**src/rtl/acq_frame_scheduler.sv**
```systemverilog
// rtl/acq_frame_scheduler.sv - frame sequencer driving the acquisition core restart
// Arms the core once per frame, tracks its send flag and FIFO drain, then spaces frames.
module acq_frame_scheduler #(
  parameter int RST_HOLD = 4,
  parameter int TIMEOUT  = 200000,
  parameter int CNT_W    = 16
) (
  input  logic             clk,
  input  logic             rst,
  input  logic             enable,
  input  logic             single,
  input  logic [23:0]      period,
  input  logic             err_clr,
  output logic             acq_rst_n,
  input  logic             acq_frameclk,
  input  logic             acq_sending,
  input  logic             fifo_rdempty,
  output logic             busy,
  output logic             frame_done,
  output logic [CNT_W-1:0] frame_cnt,
  output logic             timeout_err
);

  localparam int HOLD_W = (RST_HOLD > 1) ? $clog2(RST_HOLD) : 1;
  localparam int TO_W   = (TIMEOUT > 2) ? $clog2(TIMEOUT) : 1;
  localparam logic [HOLD_W-1:0] HOLD_LAST = HOLD_W'(RST_HOLD - 1);
  localparam logic [TO_W-1:0]   TO_LAST   = TO_W'(TIMEOUT - 1);

  typedef enum logic [2:0] {
    IDLE, ARM, START, RUN, DRAIN, GAP, ABORT
  } state_t;

  state_t             state;
  state_t             state_next;
  logic [HOLD_W-1:0]  hold_cnt;
  logic [23:0]        period_cnt;
  logic [TO_W-1:0]    timeout_cnt;
  logic               frameclk_q;
  logic               sending_q;
  logic               sending_prev;
  logic               rdempty_q;

  // The frame flag is sampled alongside the others but never qualifies a transition.
  logic frameclk_unused;
  assign frameclk_unused = frameclk_q;

  logic sending_rise;
  logic sending_fall;
  logic to_expired;
  logic period_ok;
  logic watched;
  logic watched_next;

  assign sending_rise = sending_q & ~sending_prev;
  assign sending_fall = ~sending_q & sending_prev;
  assign to_expired   = (timeout_cnt == TO_LAST);
  assign period_ok    = (period == 24'd0) || (period_cnt >= (period - 24'd1));
  assign watched      = (state == START) || (state == RUN) || (state == DRAIN);
  assign watched_next = (state_next == START) || (state_next == RUN) || (state_next == DRAIN);

  always_comb begin
    state_next = state;
    case (state)
      IDLE:  if (enable || single) state_next = ARM;
      ARM:   if (hold_cnt == HOLD_LAST) state_next = START;
      START: begin
        if (to_expired)        state_next = ABORT;
        else if (sending_rise) state_next = RUN;
      end
      RUN: begin
        if (to_expired)        state_next = ABORT;
        else if (sending_fall) state_next = DRAIN;
      end
      DRAIN: begin
        if (to_expired)        state_next = ABORT;
        else if (rdempty_q)    state_next = GAP;
      end
      GAP: begin
        if (!enable)           state_next = IDLE;
        else if (period_ok)    state_next = ARM;
      end
      ABORT:   state_next = IDLE;
      default: state_next = IDLE;
    endcase
  end

  always_ff @(posedge clk) begin
    if (rst) begin
      state        <= IDLE;
      hold_cnt     <= '0;
      period_cnt   <= '0;
      timeout_cnt  <= '0;
      frameclk_q   <= 1'b0;
      sending_q    <= 1'b0;
      sending_prev <= 1'b0;
      rdempty_q    <= 1'b0;
      acq_rst_n    <= 1'b0;
      busy         <= 1'b0;
      frame_done   <= 1'b0;
      frame_cnt    <= '0;
      timeout_err  <= 1'b0;
    end else begin
      frameclk_q   <= acq_frameclk;
      sending_q    <= acq_sending;
      sending_prev <= sending_q;
      rdempty_q    <= fifo_rdempty;
      state        <= state_next;

      hold_cnt <= (state == ARM) ? hold_cnt + 1'b1 : '0;

      // Held at zero through ARM so frame spacing is measured from the restart release.
      if (state == ARM)
        period_cnt <= '0;
      else if (period_cnt != '1)
        period_cnt <= period_cnt + 24'd1;

      if (watched_next && (state_next != state))
        timeout_cnt <= '0;
      else if (watched)
        timeout_cnt <= timeout_cnt + 1'b1;

      acq_rst_n  <= watched_next;
      busy       <= (state_next != IDLE);
      frame_done <= (state == DRAIN) && (state_next == GAP);
      if ((state == DRAIN) && (state_next == GAP))
        frame_cnt <= frame_cnt + 1'b1;

      if (state_next == ABORT)
        timeout_err <= 1'b1;
      else if (err_clr)
        timeout_err <= 1'b0;
    end
  end

endmodule

```
**config.mk**
```make
export PLATFORM = sky130hd
export DESIGN_NAME = acq_frame_scheduler
export DESIGN_NICKNAME = d
export VERILOG_FILES = /design/src/rtl/acq_frame_scheduler.sv
export SDC_FILE = /design/constraint.sdc
export NUM_CORES = 1
export LEC_CHECK = 0
export ABC_AREA = 1
export CAP_MARGIN = 20
export CORE_ASPECT_RATIO = 1.5
export CORE_MARGIN = 2
export CORE_UTILIZATION = 30
export DETAILED_ROUTE_END_ITERATION = 10
export HOLD_SLACK_MARGIN = 0.02
export PLACE_DENSITY = 0.56
export SLEW_MARGIN = 10
export SYNTH_ARGS = -nofsm -noshare
export SYNTH_HDL_FRONTEND = slang
export SYNTH_SLANG_ARGS = --single-unit
```
**constraint.sdc**
```tcl
create_clock -name clk -period 6.1 [get_ports clk]
set_input_delay 1.22 -clock clk [delete_from_list [all_inputs] [get_ports clk]]
set_output_delay 1.22 -clock clk [all_outputs]
set_load 0.005 [all_outputs]
```
; ---- After elaboration in Yosys (flattened, before gate mapping)
; Cells that the tools add are included.
[word_totals]
register_bits = 70
input_bits = 32
elab_cells = 65
[op_classes]
add_sub_neg = 5
n_lt_le_gt_ge = 1
eq_ne = 14
n_mux = 13
bitwise_logic = 5
reduce_logical = 15
[ops]
columns = operator, n
row1 = 3-bit 2-to-1 mux, 10
row2 = "24-bit by 1-bit adder with 24-bit output, second input constant", 1
row3 = 24-bit greater-or-equal comparator, 1
row4 = 24-bit zero test, 1
row5 = "24-bit inequality test, second input constant", 1
row6 = "24-bit by 1-bit subtractor with 24-bit output, second input constant", 1
row7 = "18-bit by 1-bit adder with 18-bit output, second input constant", 1
row8 = "18-bit == test, second input constant", 1
row9 = 3-bit case mux with 6 select lines, 1
row10 = "16-bit by 1-bit adder with 16-bit output, second input constant", 1
row11 = "3-bit == test, second input constant", 5
row12 = "3-bit by 2-bit == test with 1-bit output, second input constant", 4
row13 = 1-bit logical OR, 6
row14 = 2-bit OR reduction, 3
row15 = "3-bit by 1-bit == test with 1-bit output, second input constant", 1
row16 = 3-bit zero test, 1
row17 = 3-bit inequality test, 1
row18 = 1-bit inverter, 3
row19 = 3-bit nonzero test, 1
row20 = "2-bit by 1-bit adder with 2-bit output, second input constant", 1
row21 = 1-bit AND, 2
row22 = "2-bit == test, second input constant", 1
row23 = 1-bit logical AND, 2
row24 = 1-bit 2-to-1 mux, 2
row25 = 2-bit nonzero test, 1

; ---- Logic depth before layout (Yosys ltp)
; Gate-level depths: netlist of run 1.
[depth]
word_depth = 11
mapped_depth = 26
depth_no_buf = 25

; ---- Least setup slack after synthesis of run 1
; Ideal clock, no wire load.
[synth_timing]
kind = input-to-reg
from = input period[0]
to = register timeout_cnt[1]
setup_ps = 121
arrival_ps = 3835
setup_slack_ps = 2144
path_stages = 26
path_cell_list = inv_1 > ha_1 > nand3_1 > nor2_1 > nand2_1 > nor2_1 > nand2_1 > nor3_2 > nand2_1 > nor2_1 > xor2_1 > inv_1 > ha_1 > nand2_1 > nor2_1 > nor3_2 > nand2_1 > nor2_1 > nand2_2 > nand2_2 > nand2_1 > nand2_1 > nand2_2 > nand2_4 > buf_12 > nor2_4
[synth_via]
elab_chain_cells = 11
[synth_lines]
columns = item, line
row1 = "start, declared", 12  ; input logic [23:0] period,
row2 = 24-bit by 1-bit subtractor with 24-bit output, 57  ; assign period_ok = (period == 24'd0) || (period_cnt >= (period - 24'd1));
row3 = 24-bit greater-or-equal comparator, 57
row4 = 1-bit logical OR *, 57
row5 = 3-bit 2-to-1 mux *, 80  ; else if (period_ok) state_next = ARM;
row6 = 3-bit 2-to-1 mux *, 79  ; if (!enable) state_next = IDLE;
row7 = 3-bit case mux with 6 select lines *, 63  ; case (state)
row8 = 3-bit by 2-bit == test with 1-bit output, 59  ; assign watched_next = (state_next == START) || (state_next == RUN) || (state_next == DRAIN);
row9 = 1-bit logical OR (2 in series), 59
row10 = 1-bit logical AND *, 117  ; if (watched_next && (state_next != state))
row11 = 2-bit OR reduction (no line) *, n/a
row12 = "end signal, assigned", 120  ; timeout_cnt <= timeout_cnt + 1'b1;
row13 = "end, declared", 37  ; logic [TO_W-1:0] timeout_cnt;
; Mark *: on every way between the ends. The rest lies on a longest branch, timed or not.
; A chain may end at the register's enable or synchronous reset.

; ---- Worst setup path after layout of run 1
[layout_timing]
from = input period[0]
to = register timeout_cnt[2]
; Same word-level chain as after synthesis.

==> run metrics, run 1 <==
Worst Reg-to-Reg Cells=15; unrepaired setup endpoints after global routing=no; area share of the largest cell type after synthesis=29.8%; highest fanout seen on the critical path=18; clock slew at reported path FFs=60 ps; setup violators final=0; power consumption=1120 uW; most instantiated cells after synthesis=127 x sky130_fd_sc_hd__nand2_1, 108 x sky130_fd_sc_hd__inv_1, 73 x sky130_fd_sc_hd__nor2_1; later-pin clock latency in the skew report=330 ps; Crit Path Class=in2reg; pwr/cell area=196 nW/um2; initial standard-cell utilization of the core=30.4%; arrival time worst endpoint=roughly 4800 ps; Clock Path Buffers=2; number of filler cells placed in the layout=1653; Detail Placement HPWL=approximately 8500 um; net count after synthesis=732; pin count of the biggest net entering global routing=21; total via count after detailed routing=4247; most common flop cell mapped by yosys=sky130_fd_sc_hd__dfxtp_1; Slew Limit Fails=0; Seq cells post-synth=70; worst clock skew on the final layout=7.81 ps; Synth warnings=0; upper clock frequency limit=around 220 MHz; fraction of the yosys area taken by sequential cells=29.8%; Post-Route WL=10800 um; first-pass iteration count of the detailed router=4; floorplan die width=106 um; number of vias per cell after detailed routing=4.55; fraction of the cycle the final worst path needs=74.8%; instance area at placement=5410 um2; deepest level of the CTS H-tree=3; share of cells above drive strength 1=9.04%; highest metal layer used by the detailed router=met4; worst IR drop on VDD=roughly 0.17 mV; Starting DRT DRC Count=124; element type at the critical path end=flop; ANT nets after route=0; distinct cell type count after synthesis=42; vias in the first global route=4016; transition time of the tightest slew-check pin=660 ps; final global-route overflow total=0; number of buffers inserted by port buffering=50; final hold violations=0; number of buffers inserted by hold repair at cts=0; diode insertion count for antenna repair=0; length of routed met3 wiring=340 um; global-route wire length before repair=between 15000 and 20000 um; required arrival time at the worst endpoint=6310 ps; area enclosed by the die boundary=16700 um2; async set-or-reset flop fraction in the synthesized netlist=0%; most frequently used cell type in the post-synthesis netlist=sky130_fd_sc_hd__nand2_1; Top-Level Pins=52; met1 WL=approximately 4400 um; Sum Neg Setup Slack=0 ps; clock period minus worst slack=4560 ps; final cell area excluding filler cells=5740 um2; number of antenna violations at the first check in global routing=0; wire length on met2=5840 um; area grow syn2layout=22.0%; core region area=15500 um2; leak pwr=0.00248 uW; count of standard-cell rows=56; post-synthesis cell type with the largest combined area=sky130_fd_sc_hd__dfxtp_1; global-route total usage across every layer=13.2%; Netlist Area Pre-Place=4700 um2; number of nets in the layout=786; post-route DRC violation count=0; Synth area leaders=sky130_fd_sc_hd__dfxtp_1 30%, sky130_fd_sc_hd__nand2_1 10%, sky130_fd_sc_hd__inv_1 8.6%, sky130_fd_sc_hd__ha_1 7.7%, sky130_fd_sc_hd__xor2_1 7.6%; count of flip-flops with a built-in enable after synthesis=0; post-cts sizing count=0; Max-Slew Margin vs Limit=55.6%; critical path launch point type=input port; gp weighted congestion=0.834; clock buffers created by TritonCTS=9; average wire per standard cell=11.6 um; CTS tree=yes; class of the tightest hold or removal check=reg2reg; synthesized netlist cell count=671; setup fix buffers added after clock tree synthesis=0; height of the die=157 um; run status=finished, final reports clean; max capacitance violation total=0; Avg Inst Size Synth=7.01 um2; number of cells on the worst hold path=1; Clock Sinks=70; clock tree root buffer cell=sky130_fd_sc_hd__clkbuf_16
cells by family (layout without fill, tap and decap cells):
kind of cell,after synthesis,count (layout),synth area share (%)
AND/OR/NAND/NOR,334,334,34.9
buffers and inverters,120,179,10.1
flip-flops,70,70,29.8
AO/OA/AOI/OAI,66,66,7.85
XOR/XNOR,51,51,9.49
adder cells (fa/ha/maj),29,29,7.71
multiplexers,1,1,0.213
worst paths after layout:
path                                    start              to  slack (ps)
worst max-delay path                period[0]  timeout_cnt[2]        1540
worst min-delay path              hold_cnt[0]     hold_cnt[0]         430
worst max register to register  period_cnt[0]  timeout_cnt[2]        3840
worst min register to register    hold_cnt[0]     hold_cnt[0]         430
through the flow:
stage | hold WS, ps | utilization [%] | cells | worst slack [ps]
finish | 430 | 37.1 | 933 | 1540
global placement | 422 | 35.0 | 917 | 1170
floorplan | 408 | - | 671 | 2140
detailed placement | 429 | 35.0 | 917 | 1120
global route | 460 | 37.1 | 933 | 1100
CTS | 437 | 37.1 | 933 | 1460
critical path, cell delays in order:
cell and delay [ps]:
sky130_fd_sc_hd__clkdlybuf4s50_1 400, sky130_fd_sc_hd__inv_1 90, sky130_fd_sc_hd__ha_1 220, sky130_fd_sc_hd__nand3_1 150
sky130_fd_sc_hd__nor2_1 270, sky130_fd_sc_hd__nand2_1 180, sky130_fd_sc_hd__nor2_1 120, sky130_fd_sc_hd__nand2_1 80
sky130_fd_sc_hd__nor3_2 180, sky130_fd_sc_hd__nand2_1 70, sky130_fd_sc_hd__nor2_1 110, sky130_fd_sc_hd__xor2_1 150
sky130_fd_sc_hd__inv_1 50, sky130_fd_sc_hd__ha_1 270, sky130_fd_sc_hd__nand2_1 80, sky130_fd_sc_hd__nor4_1 280
sky130_fd_sc_hd__nand2_1 100, sky130_fd_sc_hd__nand2_2 100, sky130_fd_sc_hd__nand3_1 100, sky130_fd_sc_hd__nand2_1 90
sky130_fd_sc_hd__nand2_2 70, sky130_fd_sc_hd__nand2_4 310, sky130_fd_sc_hd__nor2_1 70
where the power goes:
part | leakage (uW) | switching (uW) | total (uW) | internal (uW)
Clock | 0.000160 | 200 | 570 | 370
Sequential | 0.000566 | 3.37 | 465 | 462
Combinational | 0.00175 | 50.1 | 89.8 | 39.6
Total | 0.00248 | 254 | 1120 | 871
state kept, by name (all words and copies together), names as in the netlist, 2 cells and up:
name	flops
frame_cnt	16
hold_cnt	2
period_cnt	24
state	3
timeout_cnt	18
final cells by class:
type | count | area [um2] | share of cell area [%]
Inverter | 112 | 420 | 7.33
Clock buffer | 11 | 243 | 4.23
Clock inverter | 5 | 82.6 | 1.44
Multi-Input combinational cell | 481 | 2830 | 49.3
Sequential cell | 70 | 1400 | 24.4
Timing Repair Buffer | 51 | 508 | 8.85
Tap cell | 203 | 254 | 4.43
routing by layer:
layer  global-route usage (%)  vias to the layer above
met1                     13.2                     1919
li1                         -                     2261
met3                     2.57                       11
met5                        0                        -
met4                     4.95                        0
met2                     26.4                       56
cell usage in the layout, fill, tap and decap left out, types with 4 or more instances in the layout:
master and count:
sky130_fd_sc_hd__nand2_2 8, sky130_fd_sc_hd__nor3_1 23, sky130_fd_sc_hd__clkdlybuf4s50_1 50, sky130_fd_sc_hd__or2_2 5, sky130_fd_sc_hd__nor2_2 7, sky130_fd_sc_hd__inv_1 108
sky130_fd_sc_hd__xor2_1 41, sky130_fd_sc_hd__nor2_1 73, sky130_fd_sc_hd__nand3_2 4, sky130_fd_sc_hd__dfxtp_1 70, sky130_fd_sc_hd__nand2_1 127, sky130_fd_sc_hd__nand3_1 37
sky130_fd_sc_hd__nand4_1 13, sky130_fd_sc_hd__clkbuf_16 9, sky130_fd_sc_hd__inv_2 4, sky130_fd_sc_hd__o21ai_0 24, sky130_fd_sc_hd__nor2_4 10, sky130_fd_sc_hd__xnor2_1 10
sky130_fd_sc_hd__nor4_1 9, sky130_fd_sc_hd__ha_1 29, sky130_fd_sc_hd__a21oi_1 31, sky130_fd_sc_hd__nor3_2 6
(Power assumes the default switching activity.)
==> run 2: changes to the inputs <==
--- a/config.mk
+++ b/config.mk
@@ -12,7 +12,7 @@
 export CORE_UTILIZATION = 30
 export DETAILED_ROUTE_END_ITERATION = 10
 export HOLD_SLACK_MARGIN = 0.02
-export PLACE_DENSITY = 0.56
+export PLACE_DENSITY = 0.58
 export SLEW_MARGIN = 10
 export SYNTH_ARGS = -nofsm -noshare
 export SYNTH_HDL_FRONTEND = slang
==> constraint.sdc (replaced) <==
create_clock -name clk -period 3.86 [get_ports clk]
set_input_delay 0.772 -clock clk [delete_from_list [all_inputs] [get_ports clk]]
set_output_delay 0.772 -clock clk [all_outputs]
set_load 0.005 [all_outputs]
==> run 2 against run 1 <==
Register-to-register slack got worse by 2200 ps; first-iteration DRC count fell by 4.8%; clock power rose by 49%; global-route usage rose by 0.59 points; largest cell class unchanged; cell count rose by 5.3%; worst hold slack barely moved; setup slack got worse by 1300 ps; critical endpoint is now timeout_cnt[15]; combinational power rose by 100%; critical path depth fell by 3.
==> run metrics, run 2 (synthesis results as in run 1) <==
Detail Placement HPWL=8630 um; diode insertion count for antenna repair=0; delay of the slowest cell on the worst path=490 ps; crit path max-delay cell type=sky130_fd_sc_hd__clkdlybuf4s50_1; fraction of the cycle the final worst path needs=92.9%; number of nets in the layout=835; first-pass iteration count of the detailed router=4; number of buffers inserted by hold repair at cts=0; final cell area excluding filler cells=6300 um2; clock period minus worst slack=roughly 3600 ps; Biggest register=period_cnt; pin count of the biggest net entering global routing=20; placed insts=954; Starting DRT DRC Count=between 100 and 150; leading cell type in the layout, fill and taps excluded=sky130_fd_sc_hd__nand2_1; flip-flop count of the largest register after layout=24; global-route total usage across every layer=13.8%; Slew Limit Fails=0; vias in the first global route=4223; kind of cell with the highest combined delay on the critical path=simple AND/OR/NAND/NOR gates; clock tree root buffer cell=sky130_fd_sc_hd__clkbuf_16; most repeated library cell on the critical path=sky130_fd_sc_hd__nand2_2; critical path cell sequence=clkdlybuf4s50_1, or2_1, nor2_2, nand2_1, nor3_4, nand2_1, nor2_2, xor2_1, inv_1, ha_4, nand2_2, nor4_1, nand2_1, nand2_2, nand3_1, nand2_2, nand2_2, nand2_4, clkbuf_16, nor2_4; clock slew at reported path FFs=60 ps; global route hottest layer=met2; upper clock frequency limit=279 MHz; CTS tree=yes; number of buffers inserted by port buffering=50; element type at the critical path end=flop; arrival time worst endpoint=3800 ps; required arrival time at the worst endpoint=4080 ps; initial standard-cell utilization of the core=30.4%; area enclosed by the die boundary=~17000 um2; global-route wire length before repair=approximately 19000 um; leak pwr=between 0.002 and 0.003 uW; clock buffers created by TritonCTS=9; Clock Sinks=70; number of vias per cell after detailed routing=between 4 and 5; class of the tightest hold or removal check=reg2reg; utilization of the core after routing=40.7%; count of standard-cell rows=56; Layout Cells excl Fill=approximately 1000; worst clock skew on the final layout=6.32 ps; critical path launch point type=input port; met2 layer usage reported by global route=27.3%; Crit Path Class=in2reg; core region area=~15000 um2; global-route met3 utilization=under 10%; Post-Route WL=11200 um; share of cells above drive strength 1=a little under a fifth; ANT nets after route=0; final hold violations=0; instance area at placement=5700 um2; transition time of the tightest slew-check pin=656 ps; GR met1 Demand/Resource=approximately 14%; highest fanout seen on the critical path=6; commonest cells after routing, fill and taps aside=118 x sky130_fd_sc_hd__nand2_1, 101 x sky130_fd_sc_hd__inv_1, 70 x sky130_fd_sc_hd__dfxtp_1; largest registers=period_cnt x24, timeout_cnt x18, frame_cnt x16; gp weighted congestion=0.828; total buffers and inverters traversed by the critical path=3; run status=finished, final reports clean; setup violators final=0; Top-Level Pins=52; area grow syn2layout=33.9%; number of antenna violations at the first check in global routing=0; post-route DRC violation count=0; later-pin clock latency in the skew report=between 300 and 400 ps; average wire per standard cell=roughly 11 um; Max-Slew Margin vs Limit=55.7%; final global-route overflow total=0; worst IR drop on VDD=0.228 mV; floorplan die width=~110 um; pwr/cell area=280 nW/um2; max capacitance violation total=0; total via count after detailed routing=roughly 4500; Clock Path Buffers=2; deepest level of the CTS H-tree=3; height of the die=about 160 um
[run 2: cell types whose count changed in the layout (fill, tap and decap cells not counted), moves of 3 or more]
cell / previous run / this run
sky130_fd_sc_hd__ha_4: 0 / 3
sky130_fd_sc_hd__inv_1: 108 / 101
sky130_fd_sc_hd__nor3_4: 1 / 5
sky130_fd_sc_hd__dlymetal6s2s_1: 0 / 13
sky130_fd_sc_hd__nand2_1: 127 / 118
sky130_fd_sc_hd__nor2_1: 73 / 69
sky130_fd_sc_hd__nor2_4: 10 / 13
sky130_fd_sc_hd__inv_2: 4 / 11
sky130_fd_sc_hd__ha_1: 29 / 26
sky130_fd_sc_hd__buf_4: 1 / 47
sky130_fd_sc_hd__nand2_2: 8 / 15
sky130_fd_sc_hd__clkdlybuf4s50_1: 50 / 37
[run 2: cell type report]
type                       instances  area (um2)
clock buffer                      13         260
fill                            1619        9180
sequential                        70        1400
clock inverter                     3        42.5
multi-input combinational        481        2980
inverter                         112         420
timing repair buffer             100         942
tap                              203         254
[run 2: per-layer routing]
layer | share of wire (%) | wire length (um)
met1 | 40 | 4480
met2 | 56 | 6280
met4 | 1.5 | 165
met3 | 2.9 | 322
met5 | 0 | 0
[run 2: repair_timing]
| action | CTS | global route |
|---|---|---|
| setup endpoints to repair | 0 | 21 |
| gates resized for setup | 0 | 53 |
| buffers inserted | 0 | 11 |
[run 2: stage by stage]
step / setup TNS, ps / total power [uW] / setup WS (ps) / hold WS (ps)
2_1_floorplan: 0 / 835 / 352 / 408
3_3_place_gp: -4630 / 914 / -269 / 419
3_5_place_dp: -5030 / 915 / -292 / 427
4_1_cts: 0 / 1780 / 48.5 / 435
5_1_grt: -30.0 / 1840 / -11.6 / 469
6_report: 0 / 1770 / 275 / 429
[run 2: worst paths after layout]
kind | startpoint | cells past startpoint | to | slack (ps)
max | period[13] | 20 | timeout_cnt[15] | 270
min | hold_cnt[0] | 1 | hold_cnt[0] | 430
max reg2reg | period_cnt[0] | 16 | timeout_cnt[15] | 1640
min reg2reg | hold_cnt[0] | 1 | hold_cnt[0] | 430
[run 2: report_power, final]
part	switching (uW)	leakage [uW]	internal [uW]	total, uW
registers	5.49	0.000566	729	735
clock network	316	0.000146	535	851
logic	93.5	0.00217	87.8	181
total	415	0.00288	1350	1770
